$ cat config.mk
export PLATFORM = sky130hd
export DESIGN_NAME = magia_tile_wake_ctrl
export DESIGN_NICKNAME = d
export VERILOG_FILES = /design/src/rtl/magia_tile_pkg.sv /design/src/rtl/magia_tile_wake_ctrl_if.sv /design/src/rtl/magia_evt_pending.sv /design/src/rtl/magia_tile_wake_ctrl.sv
export SDC_FILE = /design/constraint.sdc
export NUM_CORES = 1
export LEC_CHECK = 0
export CORE_ASPECT_RATIO = 1.4
export CORE_MARGIN = 2
export CORE_UTILIZATION = 30
export CTS_CLUSTER_DIAMETER = 50
export DETAILED_ROUTE_END_ITERATION = 8
export DONT_BUFFER_PORTS = 1
export PLACE_DENSITY = 0.53
export SLEW_MARGIN = 20
export SYNTH_ARGS = -nofsm -noshare
export SYNTH_HDL_FRONTEND = slang
export SYNTH_SLANG_ARGS = --single-unit
$ cat constraint.sdc
create_clock -name clk_i -period 2 [get_ports clk_i]
set_input_delay 0.3 -clock clk_i [delete_from_list [all_inputs] [get_ports clk_i]]
set_output_delay 0.3 -clock clk_i [all_outputs]
set_load 0.05 [all_outputs]
$ cat src/rtl/magia_tile_pkg.sv
// ---------------------------------------------------------------------------
// magia_tile_pkg
// Shared definitions for the MAGIA tile wake controller:
//   - tile_state_e : FSM state encoding (also exported on state_o for debug)
//   - N_EVT_DEF    : default number of wake event sources
//   - BOOT_DLY_DEF : default tile-enable to fetch-enable delay in cycles
//   - BOOT_CNT_W   : boot counter width (BOOT_DLY legal range is 1..255)
//   - fetchAllowed : states in which the core may fetch instructions
// ---------------------------------------------------------------------------
`timescale 1ns/1ps

package magia_tile_pkg;

  localparam int unsigned N_EVT_DEF    = 4;
  localparam int unsigned BOOT_DLY_DEF = 16;
  localparam int unsigned BOOT_CNT_W   = 8;

  // Encoding is visible to software/debug via state_o, so it is pinned.
  typedef enum logic [2:0] {
    OFF   = 3'd0,
    BOOT  = 3'd1,
    RUN   = 3'd2,
    SLEEP = 3'd3,
    WAKE  = 3'd4
  } tile_state_e;

  // The core keeps its fetch enable while sleeping so that a wake only has
  // to release the WFE stall, not restart the pipeline.
  function automatic logic fetchAllowed(input tile_state_e s);
    return (s == RUN) || (s == SLEEP) || (s == WAKE);
  endfunction

endpackage

$ cat src/rtl/magia_tile_wake_ctrl_if.sv
// ---------------------------------------------------------------------------
// magia_tile_wake_ctrl_if
// Event bus between the event sources / CSR side and the pending tracker.
//   evt      : single-cycle event pulses, one bit per source
//   clr      : CSR write strobe clearing pending/overflow bits
//   pending  : registered pending flags
//   overflow : registered sticky lost-event flags
// Modports:
//   master : drives evt/clr, observes pending/overflow
//   slave  : the pending tracker, owns pending/overflow
// ---------------------------------------------------------------------------
`timescale 1ns/1ps

interface magia_tile_wake_ctrl_if
  #(parameter int unsigned N_EVT = magia_tile_pkg::N_EVT_DEF)
  ();

  logic [N_EVT-1:0] evt;
  logic [N_EVT-1:0] clr;
  logic [N_EVT-1:0] pending;
  logic [N_EVT-1:0] overflow;

  modport master (
    output evt,
    output clr,
    input  pending,
    input  overflow
  );

  modport slave (
    input  evt,
    input  clr,
    output pending,
    output overflow
  );

endinterface

$ cat src/rtl/magia_evt_pending.sv
// ---------------------------------------------------------------------------
// magia_evt_pending
// Per-event pending and overflow tracking for the tile wake controller.
// Ports:
//   clk_i   : tile clock
//   rst_ni  : asynchronous active-low reset
//   hold_i  : force all pending/overflow bits to 0 (tile off or turning off)
//   bus     : event bus, slave side (evt/clr in, pending/overflow out)
// Behaviour per bit k:
//   - evt sets pending; clr clears it; a simultaneous evt and clr keeps it set
//   - an evt that hits an already pending bit, with no clr, marks overflow
//   - clr clears overflow unconditionally
// ---------------------------------------------------------------------------
`timescale 1ns/1ps

module magia_evt_pending
  import magia_tile_pkg::*;
  #(parameter int unsigned N_EVT = N_EVT_DEF)
  (
    input  logic                   clk_i,
    input  logic                   rst_ni,
    input  logic                   hold_i,
    magia_tile_wake_ctrl_if.slave  bus
  );

  logic [N_EVT-1:0] r_pending;
  logic [N_EVT-1:0] r_overflow;
  logic [N_EVT-1:0] w_pendingNext;
  logic [N_EVT-1:0] w_overflowNext;

  // Set wins over clear so an event arriving in the same cycle as the CSR
  // acknowledge of its predecessor is never dropped. That same collision is
  // not an overflow: the older event was consumed by the clear.
  always_comb begin
    w_pendingNext  = bus.evt | (r_pending & ~bus.clr);
    w_overflowNext = ~bus.clr & (r_overflow | (bus.evt & r_pending));
  end

  // Pending/overflow registers; held at zero while the tile is off so a
  // power-up never starts with stale wake reasons.
  always_ff @(posedge clk_i or negedge rst_ni) begin
    if (!rst_ni) begin
      r_pending  <= '0;
      r_overflow <= '0;
    end else if (hold_i) begin
      r_pending  <= '0;
      r_overflow <= '0;
    end else begin
      r_pending  <= w_pendingNext;
      r_overflow <= w_overflowNext;
    end
  end

  assign bus.pending  = r_pending;
  assign bus.overflow = r_overflow;

endmodule

$ cat src/rtl/magia_tile_wake_ctrl.sv
// ---------------------------------------------------------------------------
// magia_tile_wake_ctrl
// Tile power-up sequencing and WFE wake-up control for a MAGIA tile core.
// Parameters:
//   N_EVT    : number of wake event sources
//   BOOT_DLY : cycles from tile enable to core fetch enable (1..255)
// Ports:
//   clk_i          in  tile clock
//   rst_ni         in  asynchronous active-low reset
//   tile_enable_i  in  tile power-on/enable level
//   core_sleep_i   in  core is in WFE/WFI sleep
//   evt_i          in  single-cycle event pulses
//   evt_mask_i     in  per-event wake enable
//   evt_clr_i      in  pending/overflow clear strobes
//   fetch_enable_o out core fetch enable
//   wu_wfe_o       out wake-up level to the core
//   evt_pending_o  out pending event bits
//   evt_overflow_o out sticky lost-event flags
//   state_o        out FSM state (debug)
// All outputs come straight from flops.
// ---------------------------------------------------------------------------
`timescale 1ns/1ps

module magia_tile_wake_ctrl
  import magia_tile_pkg::*;
  #(
    parameter int unsigned N_EVT    = N_EVT_DEF,
    parameter int unsigned BOOT_DLY = BOOT_DLY_DEF
  )
  (
    input  logic             clk_i,
    input  logic             rst_ni,
    input  logic             tile_enable_i,
    input  logic             core_sleep_i,
    input  logic [N_EVT-1:0] evt_i,
    input  logic [N_EVT-1:0] evt_mask_i,
    input  logic [N_EVT-1:0] evt_clr_i,
    output logic             fetch_enable_o,
    output logic             wu_wfe_o,
    output logic [N_EVT-1:0] evt_pending_o,
    output logic [N_EVT-1:0] evt_overflow_o,
    output logic [2:0]       state_o
  );

  // Last boot counter value before handing over to the core.
  localparam logic [BOOT_CNT_W-1:0] BootLast = BOOT_CNT_W'(BOOT_DLY - 1);

  tile_state_e             r_state;
  tile_state_e             w_nextState;
  logic [BOOT_CNT_W-1:0]   r_bootCnt;
  logic                    r_fetchEn;
  logic                    r_wuWfe;
  logic                    w_wakeReq;
  logic                    w_evtHold;

  magia_tile_wake_ctrl_if #(.N_EVT(N_EVT)) w_evtBus ();

  assign w_evtBus.evt = evt_i;
  assign w_evtBus.clr = evt_clr_i;

  // Events are dropped both while off and on the edge that turns the tile
  // off, so pending reads zero in the same cycle the state reads OFF.
  assign w_evtHold = (r_state == OFF) || !tile_enable_i;

  magia_evt_pending #(.N_EVT(N_EVT)) u_evt_pending (
    .clk_i  (clk_i),
    .rst_ni (rst_ni),
    .hold_i (w_evtHold),
    .bus    (w_evtBus)
  );

  assign evt_pending_o  = w_evtBus.pending;
  assign evt_overflow_o = w_evtBus.overflow;

  // Wake only on events that were already pending (registered), which gives
  // the evt -> pending -> wake two-cycle latency seen by the core.
  assign w_wakeReq = |(w_evtBus.pending & evt_mask_i);

  // Next-state decode. Tile disable overrides everything; in SLEEP the core
  // leaving sleep on its own takes precedence over a wake request, since
  // there is nothing left to wake.
  always_comb begin
    w_nextState = r_state;
    if (!tile_enable_i) begin
      w_nextState = OFF;
    end else begin
      case (r_state)
        OFF:     w_nextState = BOOT;
        BOOT:    if (r_bootCnt == BootLast) w_nextState = RUN;
        RUN:     if (core_sleep_i) w_nextState = SLEEP;
        SLEEP: begin
          if (!core_sleep_i)  w_nextState = RUN;
          else if (w_wakeReq) w_nextState = WAKE;
        end
        WAKE:    if (!core_sleep_i) w_nextState = RUN;
        default: w_nextState = OFF;
      endcase
    end
  end

  // State, boot counter and Moore outputs. Outputs are decoded from the next
  // state and registered alongside it, so they always match r_state while
  // staying glitch-free flop outputs. The counter restarts from 0 on every
  // entry into BOOT.
  always_ff @(posedge clk_i or negedge rst_ni) begin
    if (!rst_ni) begin
      r_state   <= OFF;
      r_bootCnt <= '0;
      r_fetchEn <= 1'b0;
      r_wuWfe   <= 1'b0;
    end else begin
      r_state   <= w_nextState;
      r_fetchEn <= fetchAllowed(w_nextState);
      r_wuWfe   <= (w_nextState == WAKE);
      if ((r_state == BOOT) && (w_nextState == BOOT)) begin
        r_bootCnt <= r_bootCnt + 1'b1;
      end else begin
        r_bootCnt <= '0;
      end
    end
  end

  assign fetch_enable_o = r_fetchEn;
  assign wu_wfe_o       = r_wuWfe;
  assign state_o        = r_state;

endmodule

==> impl_metrics.ini, run 1 <==
[placed_design]
dp_hpwl_um = 1410
io_buffers = 0
place_congestion = 0.750

[clock_tree]
cts_sinks = 21
cts_buffers = 3
cts_tree = done
cts.reportedPaths.clkPinSlew_ps = 70
cts_setup_buffers = 0
clockRootBuffer = clkbuf_8
clk_latency_ps = 260
cts_buffer_depth = 2
h-tree-depth = 1

[drt]
drt-initial-drc-count = 11
ant_nets = 0
wire_per_inst_um = 12.9
vias_per_cell = 5.02
firstDrtPassIters = 4
vias = 713
wirelength_um = 1830
drc = 0

[critical_path]
reg2reg_depth = 4
regToRegSetupSlack_ps = 370
crit_buf_inv = 0
end_kind = register
path_cells = or4_4 > or3_1 > a32oi_1 > nor2_1
critPathMaxStageDelay_ps = 560
path_class = reg -> reg
slowest_stage = or4_4
critPathTopFamily = simple AND/OR/NAND/NOR gates
required_ps = 2150
critPathArrivalTime_ps = 1770
path_max_fanout = 4
path_depth = 4
worst_setup_path_start_kind = register

[synth]
syn_nets = 109
synth.avg_cell_area_um2 = 10.1
seq_area_frac_synth_pct = 56.8
ys_seq_elements = 21
synth_cells = 92
synth_cell_types = 24
synth_warnings = 0
netlist_area_um2 = 926

[global_routing]
grt_max_degree = 22
grt.overflow.total = 0
first_global_vias = 748
antenna_found_initial = 0
grt_pass1_wl_um = 3210
track_usage_pct = 12.0

[pwr]
switching_share_pct = 23.8
p_leak_nw = 0.494
p_seq_share_pct = 56.7
combPwrFrac_pct = 8.1
finalPower_uw = 774
vdd_ir_drop_max_uv = 530
pwr_density_cell_nw_per_um2 = 711
power_switching_uw = 184
pwr-share-clk_pct = 35.1
p_int_uw = 589

[floorplanning]
core_um2 = 2910
die_x_um = 51.0
die_area_um2 = 3550
start_util_pct = 31.9
fp.dieH_um = 69.7
rows = 23
pin_count = 29

[final_layout]
final_layout_size_suffix_gt1_share_pct = 13.3
fin_nets = 123
antennaDiodeCount = 0
n_fill_cell = 301
fin_util_pct = 37.5
syn_to_final_growth_pct = 17.6

[sta]
worst_pin_slew_ps = 926
finalCritPeriodShare_pct = 81.3
skew_ps = 2.76
slew_headroom_pct = 38.1
max_freq_mhz = 615
fin_crit_ps = 1630
final_max_slew_viol_count = 0
finalHoldViolations = 0
grt_setup_unrepaired = false
setup_violations = 0
fin_tns_setup_ps = 0

[job]
max_cap_viol_count = 0

[worst_hold_path]
hp-class = in -> reg
whs_path_depth = 1

[status]
status = complete, no violations
-- final timing paths --
check | from | end
max in group asynchronous | rst_ni | state_o[0]
worst min-delay path | evt_clr_i[2] | u_evt_pending.bus.overflow[2]
worst max-delay path | r_bootCnt[4] | state_o[0]
worst max register to register | r_bootCnt[4] | state_o[0]
min in group asynchronous | rst_ni | wu_wfe_o
worst min register to register | r_bootCnt[0] | r_bootCnt[0]
-- worst register-to-register path, cell delays in order (launching register included) --
cell and delay, ps:
dfrtp_1 420, or4_4 560, or3_1 320, a32oi_1 160, nor2_1 60
-- state kept, by name (all words and copies together) (netlist names) --
signal and cells:
r_bootCnt 8, u_evt_pending.bus.overflow 4, u_evt_pending.bus.pending 4, state_o 3, fetch_enable_o 1, wu_wfe_o 1
-- synth_stat cells, drive strengths merged --
cell     instances  share of area (%)
or3              2                1.4
xnor2            3                2.8
nand3            4                2.2
inv              7                2.8
o21ai            3                1.6
dfrtp           21                 57
a22o             2                1.9
nor2b            1               0.68
nor2            15                6.1
a32oi            1               0.95
and3             1               0.68
o2111ai          1                1.6
a221oi           1               0.95
ha               1                1.4
a21oi           11                5.9
o31ai            2                1.6
nor3             5                2.7
nand2            4                1.6
nor4b            1               0.95
or4              1                1.2
xor2             2                1.9
o211ai           1               0.81
o21bai           1               0.81
nand2b           1               0.68
-- power groups by stage --
stage	logic (mW)	registers [mW]	clock network, mW
2_1_floorplan	0.0216	0.465	0
3_3_place_gp	0.0537	0.448	0
3_5_place_dp	0.0544	0.448	0
4_1_cts	0.0645	0.439	0.281
5_1_grt	0.0705	0.440	0.297
6_report	0.0631	0.439	0.272
-- cell usage in the layout (no fill, tap or decap) --
cell,instances
o2111ai_2,1
dfrtp_1,21
a32oi_1,1
o21bai_1,1
o31ai_1,2
nand2_1,4
o211ai_1,1
ha_1,1
a22o_1,2
xor2_1,2
a21oi_1,11
nor2b_1,1
clkinv_2,1
inv_1,7
a221oi_1,1
and3_1,1
or4_4,1
nor4b_1,1
xnor2_1,3
nor3_1,5
dlygate4sd3_1,1
buf_4,8
o21ai_0,3
nor2_1,15
or3_1,2
clkbuf_8,3
nand2b_1,1
nand3_1,4
-- per-stage QoR --
step	cell area [µm²]	hold WS, ps	setup WS, ps	cells
6_report	1090	102	375	142
5_1_grt	1090	93.3	303	142
4_1_cts	1090	99.8	373	142
3_5_place_dp	1030	4.88	376	137
3_3_place_gp	1030	4.82	424	137
2_1_floorplan	926	4.41	443	92
-- area by class of cell --
class / instances / area (µm²) / area share [%]
inverters: 7 / 26.3 / 2.41
well taps: 37 / 46.3 / 4.25
repair buffers: 9 / 70.1 / 6.44
multi-input cells: 64 / 374 / 34.4
clock inverters: 1 / 5.00 / 0.460
clock buffers: 3 / 41.3 / 3.79
flip-flops and latches: 21 / 526 / 48.3
-- repair_timing --
action	in CTS	in global routing
endpoints found under the hold margin	21	0
hold buffers	1	0
resized for setup	0	0
-- routing by layer --
layer / part of all wire [%] / up-vias / track usage, %
met3: 5.1 / 4 / 2.59
met4: 2.1 / 0 / 7.21
met5: 0 / - / 0
met2: 49 / 20 / 19.8
met1: 43 / 344 / 13.6
li1: - / 345 / -
-- logic make-up (layout without fill, tap and decap cells) --
family | after synthesis | after routing | synth area share, %
AOI/OAI and AO/OA | 23 | 23 | 16.2
xor gates and xnor gates | 5 | 5 | 4.73
adders and majority gates | 1 | 1 | 1.35
buffers and inverters | 7 | 20 | 2.84
DFF | 21 | 21 | 56.8
and+or+nand+nor | 35 | 35 | 18.1
Power figures use the tool's default switching activity.
==> run 2: changes to the inputs <==
==> constraint.sdc (replaced) <==
create_clock -name clk_i -period 1.5 [get_ports clk_i]
set_input_delay 0.225 -clock clk_i [delete_from_list [all_inputs] [get_ports clk_i]]
set_output_delay 0.225 -clock clk_i [all_outputs]
set_load 0.05 [all_outputs]
==> impl_metrics.ini, run 2 (synthesized netlist as in run 1, its figures left out) <==
[final_layout]
largest-register = r_bootCnt
syn_to_final_growth_pct = 22.8
n_fill_cell = 290
fin_nets = 129
largest_reg_flops = 8
layout_common_cells = dfrtp_1, nor2_1, buf_4, a21oi_1, inv_1
layout_commonest_cell = dfrtp_1
final_layout_size_suffix_gt1_share_pct = 20.7
antennaDiodeCount = 0

[status]
status = finished with violations
failed_checks = negative setup slack

[sta]
final_max_slew_viol_count = 0
setup_violations = 1
max_freq_mhz = 646
finalCritPeriodShare_pct = 103
worst_pin_slew_ps = 971
worst_slack_ps = -47.6
grt_setup_unrepaired = true
skew_ps = 4.87
slew_headroom_pct = 35.0
finalHoldViolations = 0
fin_crit_ps = 1550

[critical_path]
timing.rr.start = r_bootCnt[7]
path_max_fanout = 3
endpoint = state_o[0]
required_ps = 1650
end_kind = register
regToRegSetupSlack_ps = -50
reg2reg_depth = 4
setup.worst_path.start = r_bootCnt[7]
critPathArrivalTime_ps = 1700
reg2reg_to = state_o[0]
path_class = reg -> reg
worst_setup_path_start_kind = register

[global_routing]
grt.overflow.total = 0
grt_pass1_wl_um = 3430
track_usage_pct = 12.4
grt_max_degree = 22
first_global_vias = 784
antenna_found_initial = 0

[drt]
wire_per_inst_um = 13.1
vias_per_cell = 4.91
vias = 726
wirelength_um = 1940
drc = 0
drt-initial-drc-count = 14
ant_nets = 0
firstDrtPassIters = 4

[floorplanning]
rows = 23
fp.dieH_um = 69.7
pin_count = 29
die_area_um2 = 3550
core_um2 = 2910
die_x_um = 51.0
start_util_pct = 31.9

[job]
max_cap_viol_count = 0

[clock_tree]
h-tree-depth = 1
cts_buffers = 3
cts_setup_buffers = 0
cts_buffer_depth = 2
cts.reportedPaths.clkPinSlew_ps = 80
clockRootBuffer = clkbuf_8
cts_sinks = 21
clk_latency_ps = 260
cts_resized = 0
cts_tree = done

[pwr]
p_leak_nw = 0.521
vdd_ir_drop_max_uv = 641
finalPower_mw = 1.04
pwr_density_cell_nw_per_um2 = 917

[placed_design]
dp_hpwl_um = 1470
pre_cts_slack_ps = -44.2
io_buffers = 0
place_congestion = 0.752

[worst_hold_path]
hp-class = in -> reg
-- run 2: power breakdown --
group          switching, mW  leakage [nW]  internal [mW]
clock network          0.184        0.0255          0.185
logic                 0.0595         0.212         0.0274
registers             0.0109         0.283          0.576
total                  0.255         0.521          0.788
-- run 2: layout make-up --
| type | instances | area (µm²) | share of cell area, % |
|---|---|---|---|
| flip-flops and latches | 21 | 529 | 46.5 |
| multi-input cells | 64 | 374 | 32.9 |
| repair buffers | 15 | 115 | 10.1 |
| well taps | 37 | 46.3 | 4.07 |
| clock buffers | 3 | 41.3 | 3.63 |
| inverters | 7 | 26.3 | 2.31 |
| clock inverters | 1 | 5.00 | 0.440 |
-- run 2: how the worst min path moves through the flow --
stage          cells past startpoint                             to         start  slack [ps]
6_report                           1  u_evt_pending.bus.overflow[2]  evt_clr_i[2]          30
5_1_grt                            1  u_evt_pending.bus.overflow[3]  evt_clr_i[3]          20
4_1_cts                            1  u_evt_pending.bus.overflow[3]  evt_clr_i[3]          20
3_5_place_dp                       0                 fetch_enable_o        rst_ni         -70
3_3_place_gp                       0                       wu_wfe_o        rst_ni         -70
2_1_floorplan                      0                 fetch_enable_o        rst_ni         -70
-- run 2: what timing repair did --
action / in CTS / in global routing
pin swaps: 0 / 1
hold endpoints to repair: 21 / 0
endpoints found under the setup margin: 2 / 3
hold buffers: 1 / 0
-- run 2: per-stage QoR --
step	instance area, µm²	cells	utilization [%]	hold WS, ps	setup TNS (ps)
finish	1140	148	39.1	27.1	-47.6
global route	1140	148	39.1	20.0	-231
CTS	1140	148	39.1	23.4	-57.2
detailed placement	1080	143	37.2	-69.9	-44.2
global placement	1080	143	37.2	-69.9	-23.0
floorplan	930	92	-	-70.6	-89.4
-- run 2: critical path, cell delays in order, from the launching register on --
cell	delay [ps]
dfrtp_1	380
or4_4	550
or3_1	320
a32oi_1	150
nor2_1	50
-- run 2: layer usage --
| metal | global-route usage [%] | wire, µm | vias up |
|---|---|---|---|
| met1 | 15.2 | 823 | 337 |
| met3 | 3.23 | 154 | 2 |
| met2 | 19.9 | 946 | 28 |
| met5 | 0 | 0 | - |
| met4 | 5.41 | 17 | 0 |
| li1 | - | - | 359 |
